## src/rtl/pc_pkg.sv

```systemverilog
`default_nettype none
// ============================================================================
// Module   : pc_pkg
// Purpose  : Shared definitions for the next-PC unit.
//            - FSM state enum (BOOT, RUN, HALTED)
//            - next-PC source select encoding
//            - default reset and exception vectors
//            - helper that classifies a select as a redirect
// Revision : 1.0 - initial release
// ============================================================================
package pc_pkg;

    localparam logic [31:0] PC_DEFAULT_RESET_VECTOR = 32'h0000_0000;
    localparam logic [31:0] PC_DEFAULT_EXC_VECTOR   = 32'h8000_0180;

    typedef enum logic [1:0] {
        BOOT   = 2'd0,
        RUN    = 2'd1,
        HALTED = 2'd2
    } pc_state_e;

    // SEL_HOLD keeps pc_out unchanged (boot, stall, halt without redirect).
    typedef enum logic [2:0] {
        SEL_HOLD   = 3'd0,
        SEL_SEQ    = 3'd1,
        SEL_BRANCH = 3'd2,
        SEL_JUMP   = 3'd3,
        SEL_JR     = 3'd4,
        SEL_EXC    = 3'd5
    } pc_sel_e;

    // A redirect is any non-sequential change of flow; it triggers a flush.
    function automatic logic is_redirect(input pc_sel_e sel);
        return (sel == SEL_BRANCH) || (sel == SEL_JUMP) ||
               (sel == SEL_JR)     || (sel == SEL_EXC);
    endfunction

endpackage
`default_nettype wire

```

## src/rtl/pc_adder.sv

```systemverilog
`default_nettype none
// ============================================================================
// Module   : pc_adder
// Purpose  : Plain ADDR_W-bit wrapping adder (no carry out).
// Ports    : a, b  - addends
//            sum   - (a + b) mod 2^ADDR_W
// Revision : 1.0 - initial release
// ============================================================================
module pc_adder #(
    parameter int ADDR_W = 32
) (
    input  logic [ADDR_W-1:0] a,
    input  logic [ADDR_W-1:0] b,
    output logic [ADDR_W-1:0] sum
);

    assign sum = a + b;

endmodule
`default_nettype wire

```

## src/rtl/pc_next_unit.sv

```systemverilog
`default_nettype none
// ============================================================================
// Module   : pc_next_unit
// Purpose  : Program-counter sequencer. Selects the next fetch address from
//            sequential / branch / jump / register / exception sources with
//            fixed priority, and tracks a BOOT -> RUN -> HALTED state machine.
// Config   : `define PC_EXC_EN adds the exc_req port and the exception path
//            (EXC_VECTOR target, exit from HALTED). Undefined by default.
// Ports    : clock, reset_n (sync, active-low)
//            stall                      - freeze all state
//            branch_taken/branch_offset - PC-relative word-offset branch
//            jump/jump_index            - region-absolute jump
//            jump_reg/jr_addr           - register-indirect jump
//            halt                       - enter HALTED
//            exc_req                    - exception (PC_EXC_EN only)
//            pc_out                     - registered fetch address
//            pc_plus_inc                - pc_out + INC (combinational)
//            fetch_valid                - pc_out is valid (RUN only)
//            flush                      - one cycle after an accepted redirect
// Revision : 1.0 - initial release
// ============================================================================
module pc_next_unit
    import pc_pkg::*;
#(
    // ADDR_W must be at least 28 (jump target keeps pc_plus_inc[ADDR_W-1:28]).
    parameter int                ADDR_W       = 32,
    parameter int                INC          = 4,
    parameter logic [ADDR_W-1:0] RESET_VECTOR = ADDR_W'(PC_DEFAULT_RESET_VECTOR),
    parameter logic [ADDR_W-1:0] EXC_VECTOR   = ADDR_W'(PC_DEFAULT_EXC_VECTOR)
) (
    input  logic              clock,
    input  logic              reset_n,
    input  logic              stall,
    input  logic              branch_taken,
    input  logic [ADDR_W-1:0] branch_offset,
    input  logic              jump,
    input  logic [25:0]       jump_index,
    input  logic              jump_reg,
    input  logic [ADDR_W-1:0] jr_addr,
    input  logic              halt,
`ifdef PC_EXC_EN
    input  logic              exc_req,
`endif
    output logic [ADDR_W-1:0] pc_out,
    output logic [ADDR_W-1:0] pc_plus_inc,
    output logic              fetch_valid,
    output logic              flush
);

    localparam logic [ADDR_W-1:0] INC_VALUE = ADDR_W'(INC);

    pc_state_e         state;
    pc_state_e         next_state;
    pc_sel_e           sel;
    logic [ADDR_W-1:0] pc_next;
    logic [ADDR_W-1:0] branch_target;
    logic [ADDR_W-1:0] jump_target;

    // ------------------------------------------------------------------
    // Target arithmetic
    // ------------------------------------------------------------------
    pc_adder #(.ADDR_W(ADDR_W)) u_inc_adder (
        .a   (pc_out),
        .b   (INC_VALUE),
        .sum (pc_plus_inc)
    );

    pc_adder #(.ADDR_W(ADDR_W)) u_branch_adder (
        .a   (pc_plus_inc),
        .b   (branch_offset << 2),
        .sum (branch_target)
    );

    // The jump keeps the region bits of the incremented PC above bit 27.
    if (ADDR_W > 28) begin : g_jump_wide
        assign jump_target = {pc_plus_inc[ADDR_W-1:28], jump_index, 2'b00};
    end else begin : g_jump_narrow
        assign jump_target = {jump_index, 2'b00};
    end

`ifndef PC_EXC_EN
    // Exception vector has no consumer in this build.
    logic unused_exc_vector;
    assign unused_exc_vector = ^EXC_VECTOR;
`endif

    // ------------------------------------------------------------------
    // Next-state / select logic
    // ------------------------------------------------------------------
    always_comb begin
        next_state = state;
        sel        = SEL_HOLD;

        case (state)
            BOOT: begin
                next_state = RUN;
            end

            RUN: begin
`ifdef PC_EXC_EN
                if (exc_req) begin
                    sel = SEL_EXC;
                end else
`endif
                if (jump_reg) begin
                    sel = SEL_JR;
                end else if (jump) begin
                    sel = SEL_JUMP;
                end else if (branch_taken) begin
                    sel = SEL_BRANCH;
                end else if (!halt) begin
                    sel = SEL_SEQ;
                end
                // A redirect in the halting cycle still lands before HALTED.
                if (halt) begin
                    next_state = HALTED;
                end
            end

            HALTED: begin
`ifdef PC_EXC_EN
                if (exc_req) begin
                    sel        = SEL_EXC;
                    next_state = RUN;
                end
`endif
            end

            default: begin
                next_state = BOOT;
            end
        endcase

        // Stall overrides everything except reset.
        if (stall) begin
            next_state = state;
            sel        = SEL_HOLD;
        end
    end

    always_comb begin
        pc_next = pc_out;
        case (sel)
            SEL_SEQ:    pc_next = pc_plus_inc;
            SEL_BRANCH: pc_next = branch_target;
            SEL_JUMP:   pc_next = jump_target;
            SEL_JR:     pc_next = jr_addr;
`ifdef PC_EXC_EN
            SEL_EXC:    pc_next = EXC_VECTOR;
`endif
            default:    pc_next = pc_out;
        endcase
    end

    // ------------------------------------------------------------------
    // State registers
    // ------------------------------------------------------------------
    always_ff @(posedge clock) begin
        if (!reset_n) begin
            state  <= BOOT;
            pc_out <= RESET_VECTOR;
            flush  <= 1'b0;
        end else begin
            state  <= next_state;
            pc_out <= pc_next;
            flush  <= is_redirect(sel);
        end
    end

    assign fetch_valid = (state == RUN);

endmodule
`default_nettype wire

```

## config.mk

```make
export PLATFORM = sky130hd
export DESIGN_NAME = pc_next_unit
export DESIGN_NICKNAME = d
export VERILOG_FILES = /design/src/rtl/pc_pkg.sv /design/src/rtl/pc_adder.sv /design/src/rtl/pc_next_unit.sv
export SDC_FILE = /design/constraint.sdc
export NUM_CORES = 1
export LEC_CHECK = 0
export ABC_CLOCK_PERIOD_IN_PS = 5390
export BUFFER_PORTS_ARGS = -buffer_cell sky130_fd_sc_hd__buf_4
export CAP_MARGIN = 5
export CORE_MARGIN = 8
export CORE_UTILIZATION = 30
export DETAILED_ROUTE_END_ITERATION = 12
export GPL_TIMING_DRIVEN = 0
export SETUP_SLACK_MARGIN = 0.15
export SYNTH_ARGS = -nofsm -noshare
export SYNTH_HDL_FRONTEND = slang
export SYNTH_SLANG_ARGS = --single-unit
```

## constraint.sdc

```tcl
create_clock -name clock -period 5.39 [get_ports clock]
set_input_delay 0.539 -clock clock [delete_from_list [all_inputs] [get_ports clock]]
set_output_delay 0.539 -clock clock [all_outputs]
set_load 0.05 [all_outputs]
```

==> flow_summary.yaml <==
cts:
  cts.clk_slew.worst_paths_ns: 0.05
  cts_made_buffers: 5
  cts_tree: "done"
  ctsHoldBuffers: 0
  cts_resized: 0
  cts_htree_levels: 2
  cts.sinks: 35
  clk_latency_ns: 0.29
  cts_root_buffer: "clkbuf_16"
  clockBufferDepth: 2
  cts_setup_buffers: 0
floorplan:
  num_rows: 43
  fp.dieH_um: 134.5
  die_x_um: 134.5
  core_area_sq_um: 13830
  start_util_pct: 30.47
  dieArea_sq_um: 18090
  pin_count: 163
outcome:
  outcome: "finished, final reports clean"
power_and_ir_drop:
  powerDensity_nw_per_um2: 168.7
  leakagePower_nw: 2.612
  power_w: 0.0009767
  vdd_drop_max_uv: 96.41
yosys:
  synth_fp_nets: 703
  ys_types: 66
  synth_area_sq_um: 4213
  syn_area_per_cell_sq_um: 7.378
  synth_seq_area_share_pct: 16.63
  synth_edf_count: 0
  ys.flop_type: "dfxtp_1"
  synthCells: 571
  synth_async_sr_flop_share_pct: 0
  yosysWarnings: 0
  synth_seq_cells: 35
global_routing:
  grt_overflow: 0
  grt_first_pass_wirelength_um: 29460
  grt_usage_pct: 20.41
  grt_pass1_vias: 5356
  antenna_found_initial: 0
  grt_max_degree: 11
drt:
  via_count: 5244
  detail-route-antenna-nets: 0
  drtPass1Iterations: 5
  dr.first_iter.drc_count: 366
  routedWlPerCell_um: 21.07
  vias_per_cell: 5.712
  drcViolationCount: 0
  drt_wl_total_um: 19340
final_layout:
  post-route-util_pct: 41.86
  stdcell_count: 918
  fin_nets: 869
  fillCellCount: 1445
  syn_to_final_growth_pct: 37.39
  diodes: 0
  drive_gt1_share_pct: 24.66
worst_setup_path:
  critPathKind: "reg -> reg"
  cp.arrival_ns: 4.49
  cp-start-kind: "register"
  worst-path-max-fanout: 7
  end_kind: "register"
  cp.required_ns: 5.56
sta:
  finalSetupTns_ns: 0
  finalCritPeriodShare_pct: 80.25
  finalHoldViolations: 0
  hold_slack_ns: 0.4878
  worst_pin_slew_ns: 1.131
  setup_viol: 0
  fin_worst_skew_ns: 0.006121
  max_freq_mhz: 231.2
  final-max-slew-violation-count: 0
  rsz0062_at_grt: "false"
  period_needed_ns: 4.325
  relSlewSlack_pct: 24.59
placed_design:
  gp_congestion: 0.9174
  place_inst: 910
  io_buffer_count: 159
  hpwlAfterDp_um: 15610
min_path:
  min_path_type: "in -> reg"
run:
  cap_viol_max_count: 0
-- metal layers --
metal	vias to the layer above	global-route usage, %	wire (um)
li1	2493	-	-
met1	2488	25.71	8236
met2	232	34.34	9283
met3	31	4.012	1340
met4	0	6.051	484
met5	-	0	0
-- area by class of cell --
cell class              count  area (sq um)  share of cell area (%)
multi-input cells         492          3331                   57.54
repair buffers            159          1194                   20.62
flip-flops and latches     35         700.7                   12.11
well taps                 180         225.2                   3.891
clock buffers               8         156.4                   2.702
plain buffers              35         147.6                   2.551
inverters                   9         33.78                  0.5837
-- synth_stat cells, types with 7 or more instances --
cell type | n | share of area, %
xor2_1 | 17 | 3.5
a221oi_1 | 17 | 3.5
inv_1 | 9 | 0.80
nor2b_1 | 10 | 1.5
xnor2_1 | 29 | 6.0
a31oi_1 | 11 | 1.6
clkbuf_1 | 28 | 2.5
o21ai_0 | 45 | 5.3
nand2_1 | 60 | 5.3
nand4_1 | 9 | 1.3
and3_1 | 8 | 1.2
nor3_1 | 16 | 1.9
or3_1 | 7 | 1.0
ha_1 | 34 | 10
a21o_1 | 12 | 2.1
a21oi_1 | 56 | 6.7
nand3_1 | 21 | 2.5
dfxtp_1 | 35 | 17
nor2_1 | 33 | 2.9
-- through the flow --
| stage | instance area [sq um] | worst slack (ns) |
|---|---|---|
| 5_1_grt | 5788 | 0.6674 |
| 6_report | 5788 | 1.065 |
| 3_5_place_dp | 5632 | 1.077 |
| 4_1_cts | 5788 | 1.066 |
| 3_3_place_gp | 5632 | 1.054 |
| 2_1_floorplan | 4213 | 0.6555 |
-- power by group --
part           switching [W]  internal [W]  total, W
sequential         0.0000187      0.000269  0.000288
combinational       0.000228      0.000147  0.000376
clock               0.000116      0.000197  0.000314
total               0.000364      0.000613  0.000977
-- flip-flops by register name, summed over array words and instances (netlist names) --
signal  count
pc_out     32
state       2
flush       1
-- logic make-up (layout without fill, tap and decap cells) --
kind of cell	after synthesis	in the layout	synth area share (%)
buffers and inverters	44	211	4.306
XOR/XNOR	48	48	10.60
AO/OA/AOI/OAI	205	205	31.81
AND/OR/NAND/NOR	201	201	25.36
multiplexers	3	3	0.7128
adder cells (fa/ha/maj)	35	35	10.57
flip-flops	35	35	16.63
-- critical path, stage by stage (launching register included) --
cell	delay (ns)
dfxtp_1	0.45
ha_1	0.25
and2_1	0.25
and3_1	0.18
clkbuf_1	0.24
nand3_1	0.14
xnor2_1	0.36
ha_1	0.37
and2_1	0.22
a221oi_1	0.32
o21ai_0	0.23
a41oi_1	0.29
o21ai_0	0.10
o21ai_0	0.34
a2111oi_0	0.18
a221o_1	0.28
-- final timing paths --
kind	start	to	slack [ns]	depth (start not counted)
max	pc_out[2]	pc_out[30]	1.06	15
min	jr_addr[1]	pc_out[1]	0.49	3
max reg2reg	pc_out[2]	pc_out[30]	1.06	15
min reg2reg	pc_out[9]	pc_out[9]	0.52	2
-- cells in the final DEF (no fill, tap or decap), drive strengths merged, types with 7 or more instances in the layout --
cell | netlist | layout
nor2 | 33 | 33
nor2b | 10 | 10
clkbuf | 28 | 36
buf | 7 | 166
nand4 | 11 | 11
a21o | 12 | 12
nand3 | 21 | 21
a31oi | 11 | 11
dfxtp | 35 | 35
nor3 | 18 | 18
a21oi | 56 | 56
xnor2 | 30 | 30
or3 | 7 | 7
o21ai | 45 | 45
xor2 | 18 | 18
and3 | 8 | 8
inv | 9 | 9
nand2 | 61 | 61
a221oi | 17 | 17
ha | 34 | 34
Power figures use the tool's default switching activity.
